<file path="src/rtl/overlay_pkg.sv">
// Shared types and constants for the overlay_mix pixel overlay stage.
package overlay_pkg;

    typedef enum logic [1:0] {
        OP_PASS   = 2'd0,
        OP_FOLD   = 2'd1,
        OP_INVERT = 2'd2,
        OP_DIM    = 2'd3
    } op_e;

    localparam int unsigned UR_W = 16;

    // Saturating increment for the underrun counter.
    function automatic logic [UR_W-1:0] sat_inc(input logic [UR_W-1:0] v);
        return (v == '1) ? v : v + UR_W'(1);
    endfunction

endpackage

</file>
<file path="src/rtl/overlay_mix_if.sv">
// Pixel, pattern and status signals of overlay_mix; ch_en_i exists only with OVERLAY_CHANNEL_MASK_EN.
interface overlay_mix_if
    import overlay_pkg::*;
#(
    parameter int unsigned CH    = 3,
    parameter int unsigned CW    = 8,
    parameter int unsigned PAT_W = 8
);
    localparam int unsigned MODE_W = (PAT_W > 1) ? $clog2(PAT_W) : 1;

    logic [MODE_W-1:0]  mode_i;
    logic [1:0]         op_i;
    logic               vs_i;
    logic               de_i;
    logic [CH*CW-1:0]   data_i;
    logic [PAT_W-1:0]   pat_i;
    logic               pat_vld_i;
    logic               pat_rdy_o;
    logic [CH*CW-1:0]   data_o;
    logic               de_o;
    logic               vs_o;
    logic               underrun_o;
    logic [UR_W-1:0]    underrun_cnt_o;
`ifdef OVERLAY_CHANNEL_MASK_EN
    logic [CH-1:0]      ch_en_i;
`endif

    modport slave (
        input  mode_i, op_i, vs_i, de_i, data_i, pat_i, pat_vld_i,
`ifdef OVERLAY_CHANNEL_MASK_EN
        input  ch_en_i,
`endif
        output pat_rdy_o, data_o, de_o, vs_o, underrun_o, underrun_cnt_o
    );

    modport master (
        output mode_i, op_i, vs_i, de_i, data_i, pat_i, pat_vld_i,
`ifdef OVERLAY_CHANNEL_MASK_EN
        output ch_en_i,
`endif
        input  pat_rdy_o, data_o, de_o, vs_o, underrun_o, underrun_cnt_o
    );

endinterface

</file>
<file path="src/rtl/pipe_delay.sv">
// Fixed-depth shift register with synchronous reset; used for pattern and sync delays.
module pipe_delay #(
    parameter int unsigned WIDTH = 1,
    parameter int unsigned DEPTH = 1
) (
    input  logic             clk,
    input  logic             rst,
    input  logic [WIDTH-1:0] d,
    output logic [WIDTH-1:0] q
);

    logic [WIDTH-1:0] stage_q [DEPTH];

    always_ff @(posedge clk) begin
        if (rst) begin
            for (int i = 0; i < int'(DEPTH); i++) stage_q[i] <= '0;
        end else begin
            stage_q[0] <= d;
            for (int i = 1; i < int'(DEPTH); i++) stage_q[i] <= stage_q[i-1];
        end
    end

    assign q = stage_q[DEPTH-1];

endmodule

</file>
<file path="src/rtl/overlay_mix.sv">
// Per-pixel overlay: selectable fold/invert/dim where the chosen pattern bit is set.
// Optional per-channel enable via OVERLAY_CHANNEL_MASK_EN.
module overlay_mix
    import overlay_pkg::*;
#(
    parameter int unsigned CH      = 3,
    parameter int unsigned CW      = 8,
    parameter int unsigned PAT_W   = 8,
    parameter int unsigned LAT     = 5,
    parameter int unsigned TIMEOUT = 200000000,
    parameter int unsigned CNT_W   = 32
) (
    input  logic          clk_i,
    input  logic          rst_i,
    overlay_mix_if.slave  bus
);

    localparam int unsigned MODE_W = (PAT_W > 1) ? $clog2(PAT_W) : 1;

    logic [PAT_W-1:0]   pat_in_c;
    logic [PAT_W-1:0]   pat_d;
    logic [1:0]         sync_q;
    logic               underrun_c;
    logic               vs_rise_c;
    logic               pat_bit_c;
    logic               act_c;
    logic [CH-1:0]      ch_en_c;
    logic [CW-1:0]      px_c;
    logic [CW-1:0]      py_c;
    logic [CH*CW-1:0]   mix_c;

    logic [MODE_W-1:0]  mode_q;
    op_e                op_q;
    logic [CNT_W-1:0]   cnt_q;
    logic               en_q;
    logic [CH*CW-1:0]   data_q;
    logic               underrun_q;
    logic [UR_W-1:0]    underrun_cnt_q;

    assign bus.pat_rdy_o = bus.de_i;
    assign underrun_c    = bus.de_i && !bus.pat_vld_i;
    assign pat_in_c      = (bus.de_i && bus.pat_vld_i) ? bus.pat_i : '0;

    pipe_delay #(.WIDTH(PAT_W), .DEPTH(LAT)) u_pat_dly (
        .clk (clk_i),
        .rst (rst_i),
        .d   (pat_in_c),
        .q   (pat_d)
    );

    // de/vs share the one-cycle output latency of the pixel path.
    pipe_delay #(.WIDTH(2), .DEPTH(1)) u_sync_dly (
        .clk (clk_i),
        .rst (rst_i),
        .d   ({bus.de_i, bus.vs_i}),
        .q   (sync_q)
    );

    assign vs_rise_c = bus.vs_i && !sync_q[0];

    // Out-of-range mode values only exist when PAT_W is not a power of two.
    if ((1 << MODE_W) == PAT_W) begin : g_sel_full
        assign pat_bit_c = pat_d[mode_q];
    end else begin : g_sel_guard
        assign pat_bit_c = (mode_q < MODE_W'(PAT_W)) && pat_d[mode_q];
    end

    assign act_c = en_q && pat_bit_c && (op_q != OP_PASS);

`ifdef OVERLAY_CHANNEL_MASK_EN
    assign ch_en_c = bus.ch_en_i;
`else
    assign ch_en_c = '1;
`endif

    always_comb begin
        mix_c = bus.data_i;
        px_c  = '0;
        py_c  = '0;
        for (int c = 0; c < int'(CH); c++) begin
            px_c = bus.data_i[c*CW +: CW];
            py_c = px_c;
            if (act_c && ch_en_c[c]) begin
                case (op_q)
                    // Below half: H-1-x is the low-bit complement; above: drop the MSB.
                    OP_FOLD:   py_c = {1'b0, px_c[CW-1] ? px_c[CW-2:0] : ~px_c[CW-2:0]};
                    OP_INVERT: py_c = ~px_c;
                    OP_DIM:    py_c = px_c >> 1;
                    default:   py_c = px_c;
                endcase
            end
            mix_c[c*CW +: CW] = py_c;
        end
    end

    // Display window: restarts on any mode/op change, then closes after TIMEOUT cycles.
    always_ff @(posedge clk_i) begin
        if (rst_i) begin
            mode_q <= '0;
            op_q   <= OP_PASS;
            cnt_q  <= '0;
            en_q   <= 1'b1;
        end else if ((bus.mode_i != mode_q) || (op_e'(bus.op_i) != op_q)) begin
            mode_q <= bus.mode_i;
            op_q   <= op_e'(bus.op_i);
            cnt_q  <= '0;
            en_q   <= 1'b1;
        end else if (cnt_q < CNT_W'(TIMEOUT)) begin
            cnt_q  <= cnt_q + CNT_W'(1);
            en_q   <= 1'b1;
        end else begin
            en_q   <= 1'b0;
        end
    end

    always_ff @(posedge clk_i) begin
        if (rst_i) begin
            data_q         <= '0;
            underrun_q     <= 1'b0;
            underrun_cnt_q <= '0;
        end else begin
            data_q <= mix_c;
            if (underrun_c) begin
                underrun_q     <= 1'b1;
                underrun_cnt_q <= sat_inc(underrun_cnt_q);
            end else if (vs_rise_c) begin
                underrun_q     <= 1'b0;
            end
        end
    end

    assign bus.data_o         = data_q;
    assign bus.de_o           = sync_q[1];
    assign bus.vs_o           = sync_q[0];
    assign bus.underrun_o     = underrun_q;
    assign bus.underrun_cnt_o = underrun_cnt_q;

endmodule

</file>
<file path="src/flat_wrapper.sv">
// flat-port wrapper written by rule: the top's interface ports become plain ports
module overlay_mix_flat import overlay_pkg::*;
#(
    parameter int unsigned CH      = 3,
    parameter int unsigned CW      = 8,
    parameter int unsigned PAT_W   = 8,
    parameter int unsigned LAT     = 5,
    parameter int unsigned TIMEOUT = 200000000,
    parameter int unsigned CNT_W   = 32
)
  (clk_i, rst_i, bus_mode_i, bus_op_i, bus_vs_i, bus_de_i, bus_data_i, bus_pat_i, bus_pat_vld_i, bus_pat_rdy_o, bus_data_o, bus_de_o, bus_vs_o, bus_underrun_o, bus_underrun_cnt_o);
  overlay_mix_if #(.CH(CH), .CW(CW), .PAT_W(PAT_W)) bus_i ();
  input  logic clk_i;
  input  logic rst_i;
  input wire logic [$bits(bus_i.mode_i)-1:0] bus_mode_i;
  input wire logic [$bits(bus_i.op_i)-1:0] bus_op_i;
  input wire logic [$bits(bus_i.vs_i)-1:0] bus_vs_i;
  input wire logic [$bits(bus_i.de_i)-1:0] bus_de_i;
  input wire logic [$bits(bus_i.data_i)-1:0] bus_data_i;
  input wire logic [$bits(bus_i.pat_i)-1:0] bus_pat_i;
  input wire logic [$bits(bus_i.pat_vld_i)-1:0] bus_pat_vld_i;
  output wire logic [$bits(bus_i.pat_rdy_o)-1:0] bus_pat_rdy_o;
  output wire logic [$bits(bus_i.data_o)-1:0] bus_data_o;
  output wire logic [$bits(bus_i.de_o)-1:0] bus_de_o;
  output wire logic [$bits(bus_i.vs_o)-1:0] bus_vs_o;
  output wire logic [$bits(bus_i.underrun_o)-1:0] bus_underrun_o;
  output wire logic [$bits(bus_i.underrun_cnt_o)-1:0] bus_underrun_cnt_o;
  assign bus_i.mode_i = bus_mode_i;
  assign bus_i.op_i = bus_op_i;
  assign bus_i.vs_i = bus_vs_i;
  assign bus_i.de_i = bus_de_i;
  assign bus_i.data_i = bus_data_i;
  assign bus_i.pat_i = bus_pat_i;
  assign bus_i.pat_vld_i = bus_pat_vld_i;
  assign bus_pat_rdy_o = bus_i.pat_rdy_o;
  assign bus_data_o = bus_i.data_o;
  assign bus_de_o = bus_i.de_o;
  assign bus_vs_o = bus_i.vs_o;
  assign bus_underrun_o = bus_i.underrun_o;
  assign bus_underrun_cnt_o = bus_i.underrun_cnt_o;
  overlay_mix #(.CH(CH), .CW(CW), .PAT_W(PAT_W), .LAT(LAT), .TIMEOUT(TIMEOUT), .CNT_W(CNT_W)) u_core (.clk_i(clk_i), .rst_i(rst_i), .bus(bus_i));
endmodule
</file>
<file path="config.mk">
export PLATFORM = sky130hd
export DESIGN_NAME = overlay_mix_flat
export DESIGN_NICKNAME = d
export VERILOG_FILES = /design/src/rtl/overlay_pkg.sv /design/src/rtl/overlay_mix_if.sv /design/src/rtl/pipe_delay.sv /design/src/rtl/overlay_mix.sv /design/src/flat_wrapper.sv
export SDC_FILE = /design/constraint.sdc
export NUM_CORES = 1
export LEC_CHECK = 0
export CAP_MARGIN = 20
export CORE_UTILIZATION = 53
export CTS_CLUSTER_SIZE = 14
export DETAILED_ROUTE_END_ITERATION = 8
export PLACE_DENSITY_LB_ADDON = 0.12
export SLEW_MARGIN = 25
export SYNTH_ARGS = -nofsm -noshare
export SYNTH_HDL_FRONTEND = slang
export SYNTH_SLANG_ARGS = --single-unit
</file>
<file path="constraint.sdc">
create_clock -name clk_i -period 2.7 [get_ports clk_i]
set_input_delay 0.54 -clock clk_i [delete_from_list [all_inputs] [get_ports clk_i]]
set_output_delay 0.54 -clock clk_i [all_outputs]
set_load 0.02 [all_outputs]
</file>
==> results.tsv <==
stage	metric	value	unit
timing	setup_viol	0	
synth	syn_nets	612	
timing	fmax	451	MHz
setup_path	cp-start-kind	flop	
min_path	hold_path_depth	1	
power_and_ir_drop	seq_power_share	42.9	%
run_status	status	completed	
min_path	hold_path.class	reg -> reg	
setup_path	end_kind	flop	
timing	skew	0.00871	ns
cts	clockBufferDepth	2	
die	core_area	0.00933	mm2
power_and_ir_drop	p_int	3160	uW
setup_path	critPathMaxFanout	27	
synth	synth_cells	568	
setup_path	rr_worst_depth	7	
synth	synth-seq-cells	121	
timing	slew_headroom	54.4	%
detailed_routing	drtPass1Iterations	5	
synth	synth_edf_count	0	
die	rows	35	
min_path	worstHoldStart	u_core.u_pat_dly.stage_q[0][11]	
min_path	whs_endpoint	u_core.u_pat_dly.stage_q[0][19]	
cts	clock_latency	0.51	ns
setup_path	r2r-start	u_core.mode_q[0]	
global_routing	grt_pass1_wl	18800	um
setup_path	worstPathRequired	3.09	ns
die	die-width	100	um
timing	rsz0062_at_grt	false	
synth	ys_types	44	
final_layout	area_delta_synth_final	29.6	%
detailed_routing	drt_first_iter_violations	187	
global_routing	antenna_found_initial	0	
die	io_pins	86	
placed_design	dpl_cell_area	0.00608	mm2
cts	cts.sinks	121	
cts	cts_resized	0	
power_and_ir_drop	p_leak	0.00248	uW
die	dieArea	0.0101	mm2
final_layout	layout.cells.non_filler	791	
detailed_routing	wirelength	11200	um
setup_path	rr_endpoint	u_core.bus.data_o[9]	
cts	cts_made_buffers	17	
global_routing	grt_max_degree	32	
cts	clock-root-buffer	clkbuf_8	
power_and_ir_drop	peakVddDrop	0.345	mV
setup_path	worstSetupPathType	reg -> reg	
global_routing	overflow	0	
cts	hold_buffers	0	
power_and_ir_drop	power	4280	uW
detailed_routing	detail-route-antenna-nets	0	
placed_design	dp_hpwl	7390	um
final_layout	final_cell_area	0.00665	mm2
global_routing	grt_use_total	23.4	%
cts	clk_pin_slew	0.07	ns
power_and_ir_drop	p_sw	1120	uW
timing	hold_slack	0.431	ns
placed_design	place_congestion	0.805	
synth	synthArstFlopShare	0	%
final_layout	antennaDiodeCount	0	
placed_design	port_buffers	85	
synth	yosys_most_used_dff	dfxtp_1	
synth	ys_warn_count	0	
power_and_ir_drop	clockPowerShare	49.6	%
placed_design	dp.cells	759	
timing	worstMarginPinSlew	0.679	ns
global_routing	grt_pass1_vias	4194	
power_and_ir_drop	swShare	26.2	%
cts	h-tree-depth	4	
final_layout	nNetsFinal	693	
setup_path	r2r_slack	0.48	ns
detailed_routing	num_vias	4279	
timing	timing_hold_violations_final	0	
cts	cts_tree	built	
synth	yosysSeqAreaShare	47.2	%
detailed_routing	drc	0	
timing	period_share	82.2	%
setup_path	crit_arrival	2.61	ns
timing	drv_slew	0	
detailed_routing	avgViaCountPerCell	5.41	
power_and_ir_drop	power_frac_comb	7.5	%
timing	fin_crit	2.22	ns
die	start_util	55.0	%
synth	avgSynthCellArea	9.03	um2
die	die_h	100	um
detailed_routing	wl_per_cell	14.1	um
timing	setup_tns	0	ns
run	max_cap_viol_count	0	
power_and_ir_drop	powerDensity	643	mW/mm2
synth	synth_area	0.00513	mm2
cts	cts_setup_buffers	0	
final_layout	drive_gt1_share	8.91	%
-- worst max-delay path: stages (launching register included) --
cell and delay (ns):
dfxtp_1 0.45, mux4_2 0.54, mux2i_1 0.26, or3_1 0.23, buf_4 0.30, a221oi_1 0.09
a21oi_1 0.17, nor2_1 0.06
-- worst max path at each step --
stage,start,end,slack (ns),cells after the start
finish,u_core.mode_q[0],u_core.bus.data_o[9],0.48,7
global placement,bus_pat_vld_i,u_core.bus.underrun_cnt_o[14],0.30,7
global route,u_core.mode_q[0],u_core.bus.data_o[19],0.29,7
CTS,u_core.mode_q[0],u_core.bus.data_o[9],0.50,7
floorplan,u_core.cnt_q[31],u_core.cnt_q[26],0.68,7
detailed placement,bus_pat_vld_i,u_core.bus.underrun_cnt_o[14],0.16,7
-- layer usage --
metal	GRT usage, %	routed length, um	vias to the layer above
met3	5.15	473	18
met2	40.6	5470	112
met1	27.8	5040	2004
met4	10.0	177	0
li1	-	-	2145
met5	0	0	-
-- cell usage after synthesis, drive strengths merged (2+ instances only) --
master | number | area [um2]
mux2i | 10 | 100
nand3 | 14 | 70.1
nand2b | 3 | 18.8
or4 | 4 | 30.0
o21ai | 24 | 120
and4 | 4 | 35.0
and2 | 5 | 31.3
o31ai | 3 | 22.5
o2bb2ai | 3 | 26.3
buf | 7 | 33.8
a221oi | 18 | 158
nand2 | 38 | 143
ha | 2 | 25.0
xor2 | 33 | 289
a41oi | 2 | 17.5
and3 | 14 | 87.6
nor2b | 44 | 275
xnor2 | 14 | 123
nor2 | 57 | 214
or3 | 15 | 93.8
nand4 | 13 | 81.3
dfxtp | 121 | 2420
a31oi | 8 | 50.1
o2111ai | 2 | 17.5
mux4 | 2 | 45.0
inv | 16 | 60.1
nor4 | 4 | 52.6
clkbuf | 27 | 101
or2 | 2 | 12.5
o211ai | 6 | 50.1
mux2 | 6 | 67.6
a21oi | 31 | 159
nor3 | 11 | 55.1
-- metrics by stage --
stage                     setup slack [ns]  util [%]
after CTS                            0.499      71.3
after global routing                 0.287      71.3
after floorplan                      0.682         -
after detailed placement             0.156      65.2
final                                0.481      71.3
after global placement               0.297      65.2
-- final cells by class --
| class | instances | area, um2 |
|---|---|---|
| clock buffer | 17 | 414 |
| clock inverter | 15 | 151 |
| fill | 747 | 2680 |
| inverter | 16 | 60.1 |
| multi-input combinational | 397 | 2510 |
| sequential | 121 | 2420 |
| tap | 129 | 161 |
| timing repair buffer | 96 | 928 |
-- registers in the layout, summed over array words and instances (netlist names) --
name                       cells
u_core.bus.data_o             24
u_core.bus.underrun_cnt_o     16
u_core.bus.underrun_o          1
u_core.cnt_q                  32
u_core.en_q                    1
u_core.mode_q                  3
u_core.op_q                    2
u_core.u_pat_dly.stage_q      40
u_core.u_sync_dly.stage_q      2
-- logic make-up (layout without fill, tap and decap cells) --
kind of cell,Yosys count,after routing,synth area share (%)
adders and majority gates,2,2,0.488
xor gates and xnor gates,47,47,8.03
AOI/OAI and AO/OA,98,98,12.2
DFF,121,121,47.2
buffers and inverters,50,144,3.81
and+or+nand+nor,232,232,24.1
muxes,18,18,4.15
-- layout by cell type, fill, tap and decap left out, types with 3 or more instances in the layout --
master,n
dfxtp_1,121
xor2_1,33
clkbuf_16,16
o21ai_0,24
inv_8,3
inv_1,16
o2bb2ai_1,3
inv_6,6
nand2b_1,3
clkdlybuf4s50_1,84
xnor2_1,14
mux2_2,6
nand3_1,14
and2_1,5
and4_1,4
o211ai_1,5
a31oi_1,8
a21oi_1,30
and3_1,14
or4_1,4
nand4_1,13
buf_4,11
nor2_1,57
o31ai_1,3
nor3_1,11
a221oi_1,18
nor2b_1,44
nand2_1,38
or3_1,15
mux2i_1,10
-- power by group through the flow --
stage                     sequential, uW  combinational (uW)  clock (uW)
after CTS                           1840                 322        2160
final                               1840                 322        2120
after global placement              1880                 311           0
after detailed placement            1880                 319           0
after floorplan                     1900                 139           0
after global routing                1840                 350        2240
(Power assumes the default switching activity.)
